### config.mk
export PLATFORM = sky130hd
export DESIGN_NAME = rsa_xcel_mont_step_driver
export DESIGN_NICKNAME = d
export VERILOG_FILES = /design/src/rtl/rsa_xcel_mont_pkg.sv /design/src/rtl/rsa_xcel_mont_CondSub.sv /design/src/rtl/rsa_xcel_mont_step_driver.sv
export SDC_FILE = /design/constraint.sdc
export NUM_CORES = 1
export LEC_CHECK = 0
export CORE_ASPECT_RATIO = 1.2
export CORE_UTILIZATION = 45
export CTS_CLUSTER_SIZE = 16
export DETAILED_ROUTE_END_ITERATION = 10
export GPL_TIMING_DRIVEN = 0
export PLACE_DENSITY = 0.85
export SLEW_MARGIN = 20
export SYNTH_ARGS = -nofsm -noshare
export SYNTH_HDL_FRONTEND = slang
export SYNTH_SLANG_ARGS = --single-unit
### constraint.sdc
create_clock -name clk -period 8.1 [get_ports clk]
set_clock_uncertainty 0.2 [all_clocks]
set_input_delay 0.81 -clock clk [delete_from_list [all_inputs] [get_ports clk]]
set_output_delay 0.81 -clock clk [all_outputs]
set_load 0.05 [all_outputs]
### src/rtl/rsa_xcel_mont_pkg.sv
// Shared types for the Montgomery-multiply step driver and its helpers.
package rsa_xcel_mont_pkg;

  // Driver FSM states
  typedef enum logic [1:0] {
    IDLE  = 2'd0,
    ISSUE = 2'd1,
    WAIT  = 2'd2,
    DONE  = 2'd3
  } state_t;

  // 33-bit Montgomery accumulator (one guard bit above the 32-bit modulus)
  typedef logic [32:0] acc_t;

  // Number of step transactions needed to consume a 32-bit x
  function automatic int unsigned niter(input int unsigned p_nsteps);
    return 32 / p_nsteps;
  endfunction

endpackage

### src/rtl/rsa_xcel_mont_CondSub.sv
// Final conditional subtract: reduces a 33-bit Montgomery accumulator that is
// known to be below 2n into the range [0, n).
module rsa_xcel_mont_CondSub
  import rsa_xcel_mont_pkg::*;
(
  input  acc_t        acc,
  input  logic [31:0] n,
  output logic [31:0] result
);

  acc_t diff;

  // Unsigned 33-bit compare against n, subtract once if acc >= n
  always_comb begin
    diff   = acc - {1'b0, n};
    result = (acc >= {1'b0, n}) ? diff[31:0] : acc[31:0];
  end

endmodule

### src/rtl/rsa_xcel_mont_step_driver.sv
// Iterative Montgomery-multiply controller. Feeds x to an external registered
// add-reduce step stage in p_nsteps-bit chunks (LSB first), loops the 33-bit
// accumulator back, and returns x*y*2^-32 mod n after a conditional subtract.
// Optional cycle counter output: define RSA_XCEL_MONT_STEP_DRIVER_PERF_EN.
module rsa_xcel_mont_step_driver
  import rsa_xcel_mont_pkg::*;
#(
  parameter int unsigned p_nsteps = 32
) (
  input  logic                clk,
  input  logic                reset,
  input  logic                req_val,
  output logic                req_rdy,
  input  logic [31:0]         req_x,
  input  logic [31:0]         req_y,
  input  logic [31:0]         req_n,
  output logic                resp_val,
  input  logic                resp_rdy,
  output logic [31:0]         resp_msg,
  output logic [p_nsteps-1:0] step_x_bits,
  output logic [31:0]         step_y,
  output logic [31:0]         step_n,
  output logic [32:0]         step_result_in,
  output logic                step_istream_val,
  input  logic                step_istream_rdy,
  input  logic [32:0]         step_result_out,
  input  logic                step_ostream_val,
  output logic                step_ostream_rdy
`ifdef RSA_XCEL_MONT_STEP_DRIVER_PERF_EN
  ,
  output logic [31:0]         perf_cycles
`endif
);

  localparam int unsigned NITER = niter(p_nsteps);
  localparam int unsigned IW    = (NITER > 1) ? $clog2(NITER) : 1;

  state_t        state, state_next;
  logic [IW-1:0] iter;
  acc_t          acc;
  logic [31:0]   x_reg, y_reg, n_reg;
  logic          accept;
  logic          last_iter;

  assign accept    = (state == IDLE) && req_val;
  assign last_iter = (iter == IW'(NITER - 1));

  assign step_x_bits    = x_reg[int'(iter) * p_nsteps +: p_nsteps];
  assign step_y         = y_reg;
  assign step_n         = n_reg;
  assign step_result_in = acc;

  rsa_xcel_mont_CondSub u_condsub (
    .acc    (acc),
    .n      (n_reg),
    .result (resp_msg)
  );

  // State register
  always_ff @(posedge clk) begin
    if (reset) state <= IDLE;
    else       state <= state_next;
  end

  // Operand latch, iteration counter and accumulator loop-back
  always_ff @(posedge clk) begin
    if (reset) begin
      iter  <= '0;
      acc   <= '0;
      x_reg <= '0;
      y_reg <= '0;
      n_reg <= '0;
    end else if (accept) begin
      iter  <= '0;
      acc   <= '0;
      x_reg <= req_x;
      y_reg <= req_y;
      n_reg <= req_n;
    end else if (state == WAIT && step_ostream_val) begin
      acc <= step_result_out;
      if (!last_iter) iter <= iter + 1'b1;
    end
  end

  // Next-state and handshake outputs; reset forces the idle-side handshake
  always_comb begin
    state_next       = state;
    req_rdy          = 1'b0;
    resp_val         = 1'b0;
    step_istream_val = 1'b0;
    step_ostream_rdy = 1'b0;
    case (state)
      IDLE: begin
        req_rdy = 1'b1;
        if (req_val) state_next = ISSUE;
      end
      ISSUE: begin
        step_istream_val = 1'b1;
        if (step_istream_rdy) state_next = WAIT;
      end
      WAIT: begin
        step_ostream_rdy = 1'b1;
        if (step_ostream_val) state_next = last_iter ? DONE : ISSUE;
      end
      DONE: begin
        resp_val = 1'b1;
        if (resp_rdy) state_next = IDLE;
      end
      default: state_next = IDLE;
    endcase
    if (reset) begin
      req_rdy          = 1'b1;
      resp_val         = 1'b0;
      step_istream_val = 1'b0;
      step_ostream_rdy = 1'b0;
    end
  end

`ifdef RSA_XCEL_MONT_STEP_DRIVER_PERF_EN
  // Saturating count of cycles spent in ISSUE/WAIT for the current operation
  always_ff @(posedge clk) begin
    if (reset)
      perf_cycles <= '0;
    else if (accept)
      perf_cycles <= '0;
    else if ((state == ISSUE || state == WAIT) && perf_cycles != '1)
      perf_cycles <= perf_cycles + 32'd1;
  end
`endif

endmodule

==> metrics.yaml, run 1 <==
run_status: "finished clean"
timing.critical_path.depth: 12
fin_worst_hold_slack_ps: 253
viasPerCell: 5.19
cts-resized-gates: 0
register_area_um2: 2620
worstPathRequired_ps: 7090
synth-edff-count: 0
placement_rows: 48
synthesis.nets: 1104
grt_remaining_overflow: 0
place.port_buffers: 299
netlist_instances: 932
power.leakage_nw: 4.01
drt_drc_violations_left: 0
path_cells: "ha_1, inv_1, fa_1, a21oi_1, o22ai_1, o21ai_1, o2111ai_1, a41oi_1, o21ai_0, xnor2_1, o21ai_0, clkdlybuf4s50_1"
worst_ir_drop_vdd_v: 0.000244
gp_congestion: 0.945
top_level_ports: 300
clock-sinks: 131
final-hold-violation-count: 0
clkTransAtPathRegs_ps: 60
yosys.area.top_type: "dfxtp_1"
finalSetupTns_ps: 0
crit_buf_inv: 2
syn_area_per_cell_um2: 7.21
clock_insertion_delay_worst_skew_ps: 420
yosysTopAreaCellShare_pct: 39.0
post_dp_hpwl_um: 18400
die_h_um: 136
finish.net_count: 1422
cp_max_fo: 3
final_util_pct: 72.9
netlist-cell-type-count: 55
post_route_cells_drive_above_1_share_pct: 4.12
crit_top_cell: "o21ai_0"
floorplan.core_area_um2: 14500
max-clock-path-buffers: 2
largest_register_ff_count: 33
antenna_cells_inserted: 0
cts_made_buffers: 17
post-cts-setup-buffer-count: 0
critPathArrivalTime_ps: 4180
powerDensity_nw_per_um2: 370
area_used_by_multi_input_combinational_logic_um2: 3680
post_drt_wl_per_cell_um: 16.5
drv_slew: 0
grt_max_degree: 17
detailedRoute.firstIterationViolations: 449
synthArstFlopShare_pct: 0
critical_path.top_delay_family: "compound AO/OA/AOI/OAI gates"
rsz0062_at_grt: "false"
overall_die_area_um2: 15400
worst_slew_margin_rel_pct: 52.4
finalWorstPathRequiredPeriod_ps: 5190
finalCritPeriodShare_pct: 64.1
holdBufCountCts: 0
ys_seq_elements: 131
critical-path-slowest-cell: "clkdlybuf4s50_1"
track_usage_pct: 30.8
fill_cells: 1145
layout.cells.most_common: "nand2_1"
grt_antenna_before_repair: 0
tritoncts_clock_tree: "built"
start_kind: "flop"
drt-pass1-iter-count: 4
yosysSeqAreaShare_pct: 39.0
start_util_pct: 46.4
cp-end-kind: "primary output"
synthFlopType: "dfxtp_1"
ctsRootBufferMaster: "clkbuf_16"
route.vias.total: 7596
fin_total_pwr_mw: 3.91
routed_wl_um: 24100
finalSetupViolations: 0
synthTopCellsByArea: "dfxtp_1 (39%), nand2_1 (17%), a21oi_1 (12%)"
htree_levels: 4
number_of_cell_instances_on_the_worst_register_to_register_path: 8
highest_achievable_clock_rate_mhz: 193
die_width_um: 114
grt_first_pass_wirelength_um: 36300
synthesis.yosys.warnings: 0
max_stage_delay_ps: 850
cap_violations: 0
number_of_global_route_vias_before_repair: 7346
layout.cells.most_common_list: "nand2_1 (310), clkdlybuf4s50_1 (299), a21oi_1 (161)"
worstMarginPinSlew_ps: 713
worstHoldPathType: "reg -> reg"
syn_to_final_growth_pct: 57.0
drt.antenna.violating_nets: 0
timing.hold.worst_path_depth: 2
syn-cell-area_um2: 6720
crit_type: "reg -> out"
-- report_power, final --
group / switching (mW) / internal (mW) / total [mW]
clock: 0.320 / 0.457 / 0.777
combinational: 1.53 / 0.773 / 2.31
sequential: 0.0727 / 0.751 / 0.823
total: 1.93 / 1.98 / 3.91
-- cells in the mapped netlist, types with 3 or more instances --
cell type and number:
a211oi_1 4, a21o_1 5, a21oi_1 161, a221oi_1 3
and2_1 5, and3_1 3, and4_1 3, buf_1 6
buf_2 7, clkbuf_1 37, clkbuf_2 3, dfxtp_1 131
ha_1 36, inv_1 50, nand2_1 310, nand3_1 9
nand4_1 11, nor2_1 17, nor2b_1 4, nor3_1 8
o21a_1 6, o21ai_0 42, o21bai_1 5, o31ai_1 6
xnor2_1 12, xor2_1 11
-- through the flow --
step           std cells  setup WS, ps  area, µm²
6_report            1463          2910      10500
4_1_cts             1463          3020      10500
3_5_place_dp        1431          3480       9960
2_1_floorplan        932          3530       6720
3_3_place_gp        1431          3510       9960
5_1_grt             1463          2730      10500
-- area by class of cell --
class	count	share of cell area, %
plain buffers	54	2.11
well taps	200	2.37
flip-flops and latches	131	24.9
inverters	50	1.78
multi-input cells	697	34.9
clock inverters	14	1.47
clock buffers	18	4.07
repair buffers	299	28.4
-- worst paths after layout --
path	endpoint	slack, ps	from
max	resp_msg[28]	2910	step_n[0]
min	step_y[26]	250	step_y[26]
min reg2reg	step_y[26]	250	step_y[26]
max reg2reg	step_n[23]	5270	state[0]
-- worst min-delay path: stages, from the launching register on --
cell     delay [ps]
dfxtp_1         310
nand2_1          50
a21oi_1          50
-- per-layer routing --
layer,vias up,global-route usage (%),wire length [µm],part of all wire [%]
met5,-,0,0,0
met4,0,14.9,849,3.5
met3,62,9.41,1980,8.2
met2,294,54.0,12100,50
met1,3479,33.6,9170,38
li1,3761,-,-,-
-- logic make-up (layout without fill, tap and decap cells) --
kind of cell | Yosys count | after routing | share of synthesized area (%)
AND/OR/NAND/NOR | 380 | 380 | 23.1
adder cells (fa/ha/maj) | 37 | 37 | 7.00
AO/OA/AOI/OAI | 253 | 253 | 21.1
buffers and inverters | 104 | 435 | 6.11
XOR/XNOR | 23 | 23 | 3.00
multiplexers | 4 | 4 | 0.633
flip-flops | 131 | 131 | 39.0
No activity file was read; power rests on OpenSTA's default activity.
==> inputs of run 2 (changes only) <==
Settings changed: CORE_UTILIZATION 45 to 38, PLACE_DENSITY 0.85 to 0.77.
Clock period 8.1 ns to 4.6 ns, I/O delays scaled along.
==> run 2 against run 1 <==
Net effect:
- die area rose by 18%
- final cell count is 1.1% higher
- via count down 1.8%
- sequential power up 75%
- critical path depth unchanged
- first-iteration DRC count decreased by 29%
- final area is 0.38% higher
- global-route usage decreased by 4.7 points
- largest cell class unchanged
- highest routed layer unchanged
==> metrics.yaml, run 2 (synthesis gave the netlist of run 1 again) <==
top_level_ports: 300  # unchanged
routed_wl_um: 23800  # -1.1%
clkTransAtPathRegs_ps: 60  # about the same
cap_violations: 0  # unchanged
placement_rows: 52  # +8.3%
post_dp_hpwl_um: 18400  # -0.24%
clock-sinks: 131  # unchanged
start_util_pct: 39.3  # -7.2 points
min_from: "x_reg[22]"
netSwitchingFraction_pct: 49.9  # +0.61 points
grt_antenna_before_repair: 0  # unchanged
floorplan.core_area_um2: 17100  # +18%
power.leakage_nw: 4.38  # +9.1%
fin_worst_hold_slack_ps: 251  # -1.65 ps
holdBufCountCts: 0  # unchanged
fin_total_pwr_mw: 6.79  # +74%
worstPathRequired_ps: 3940  # -3150 ps
viasPerCell: 5.05  # -2.8%
gp_congestion: 0.891  # -5.8%
beginning_of_the_critical_path: "step_n[0]"
die_h_um: 148  # +8.7%
post_drt_wl_per_cell_um: 16.1  # -2.2%
fill_cells: 1535  # +34%
post_route_cells_drive_above_1_share_pct: 4.28  # +0.16 points
grt_max_degree: 17  # unchanged
die_width_um: 123  # +8.7%
register_area_um2: 2620  # unchanged
final-hold-violation-count: 0  # unchanged
max-clock-path-buffers: 2  # unchanged
finish.net_count: 1422  # unchanged
route.vias.total: 7463  # -1.8%
powerDensity_nw_per_um2: 641  # +73%
worst_ir_drop_vdd_v: 0.000316  # +29%
finalSetupTns_ps: 0  # unchanged
worstHoldPathType: "reg -> reg"
layout.cells.most_common: "nand2_1"
number_of_global_route_vias_before_repair: 7283  # -0.86%
drv_slew: 0  # unchanged
clock_insertion_delay_worst_skew_ps: 410  # about the same
cp_max_fo: 3  # unchanged
combPwrFrac_pct: 58.8  # -0.2 points
layout.cells.most_common_list: "nand2_1 (310), clkdlybuf4s50_1 (267), a21oi_1 (161)"
portion_of_total_power_attributed_to_sequential_cells_pct: 21.3  # +0.2 points
grt_first_pass_wirelength_um: 36200  # about the same
share_clk_of_total_power_pct: 20.0  # about the same
worstMarginPinSlew_ps: 735  # +21.4 ps
overall_die_area_um2: 18200  # +18%
drt.antenna.violating_nets: 0  # unchanged
finalWorstPathRequiredPeriod_ps: 4400
start_kind: "flop"
rsz0062_at_grt: "false"
grt_remaining_overflow: 0  # unchanged
highest_achievable_clock_rate_mhz: 227
ctsRootBufferMaster: "clkbuf_16"
internal_pwr_total_mw: 3.40  # +72%
drt_drc_violations_left: 0  # unchanged
critPathArrivalTime_ps: 3740  # -440 ps
run_status: "finished clean"
tritoncts_clock_tree: "built"
cp-end-kind: "primary output"
finalCritPeriodShare_pct: 95.6
crit_type: "reg -> out"
largest_register_ff_count: 33  # unchanged
regToRegStartpoint: "state[0]"
track_usage_pct: 26.1  # -4.7 points
drt-pass1-iter-count: 5  # +1
area_used_by_multi_input_combinational_logic_um2: 3680  # unchanged
worst_slew_margin_rel_pct: 51.0  # -1.4 points
antenna_cells_inserted: 0  # unchanged
place.port_buffers: 299  # unchanged
syn_to_final_growth_pct: 57.6
htree_levels: 4  # unchanged
detailedRoute.firstIterationViolations: 318  # -29%
netSwitchingPower_mw: 3.39  # +76%
cts_made_buffers: 17  # unchanged
finalSetupViolations: 0  # unchanged
run 2: changes by cell type in the layout (fill, tap and decap cells not counted):
cell	delta
bufinv_16	-1
clkbuf_1	-1
clkbuf_2	+1
dlygate4sd2_1	+14
dlymetal6s2s_1	+17
inv_8	+1
inv_6	+3
clkinv_2	-2
clkbuf_8	+1
clkdlybuf4s50_1	-32
clkinvlp_4	-1
run 2: metrics by stage:
stage	util [%]	instance area, µm²	setup WS [ps]	std cells
final	61.9	10600	202	1479
after detailed placement	58.3	9980	275	1447
after global routing	61.9	10600	40.2	1479
after CTS	61.6	10500	10.9	1479
after floorplan	-	6720	380	932
after global placement	58.3	9980	299	1447
run 2: worst paths after layout:
check / endpoint / slack, ps / depth (start not counted)
setup / recovery: resp_msg[30] / 200 / 12
hold / removal: x_reg[22] / 250 / 2
setup reg to reg: step_n[26] / 1800 / 8
hold reg to reg: x_reg[22] / 250 / 2
run 2: area by class of cell:
cell class              instances  share of cell area, %
well taps                     216                   2.55
inverters                      50                   1.77
repair buffers                299                   28.5
flip-flops and latches        131                   24.8
clock buffers                  18                   4.15
plain buffers                  54                   2.10
multi-input cells             697                   34.8
clock inverters                14                   1.37
run 2: power by group through the flow:
stage | logic [mW] | registers [mW] | clock network (mW)
global placement | 4.02 | 1.46 | 0
global route | 4.27 | 1.47 | 1.42
floorplan | 2.14 | 2.06 | 0
detailed placement | 4.04 | 1.47 | 0
finish | 3.99 | 1.44 | 1.36
CTS | 4.01 | 1.44 | 1.38
run 2: timing repair:
item	CTS	global route
gates resized for setup	15	20
buffers inserted	0	0
setup endpoints to repair	15	18
run 2: critical path, stage by stage (launching register included):
cell and delay [ps]:
dfxtp_1 370, ha_1 200, inv_1 60, fa_1 410, a21oi_1 200, o22ai_1 170
o21ai_1 310, o2111ai_1 280, nand3_1 210, o221ai_1 150, xnor2_1 140, o21ai_0 240
dlygate4sd2_1 570
run 2: metal layers:
metal | vias up | routed length (µm) | GRT usage [%]
li1 | 3753 | - | -
met1 | 3423 | 9330 | 28.0
met2 | 253 | 12000 | 46.9
met3 | 34 | 1880 | 8.64
met4 | 0 | 619 | 8.98
met5 | - | 0 | 0
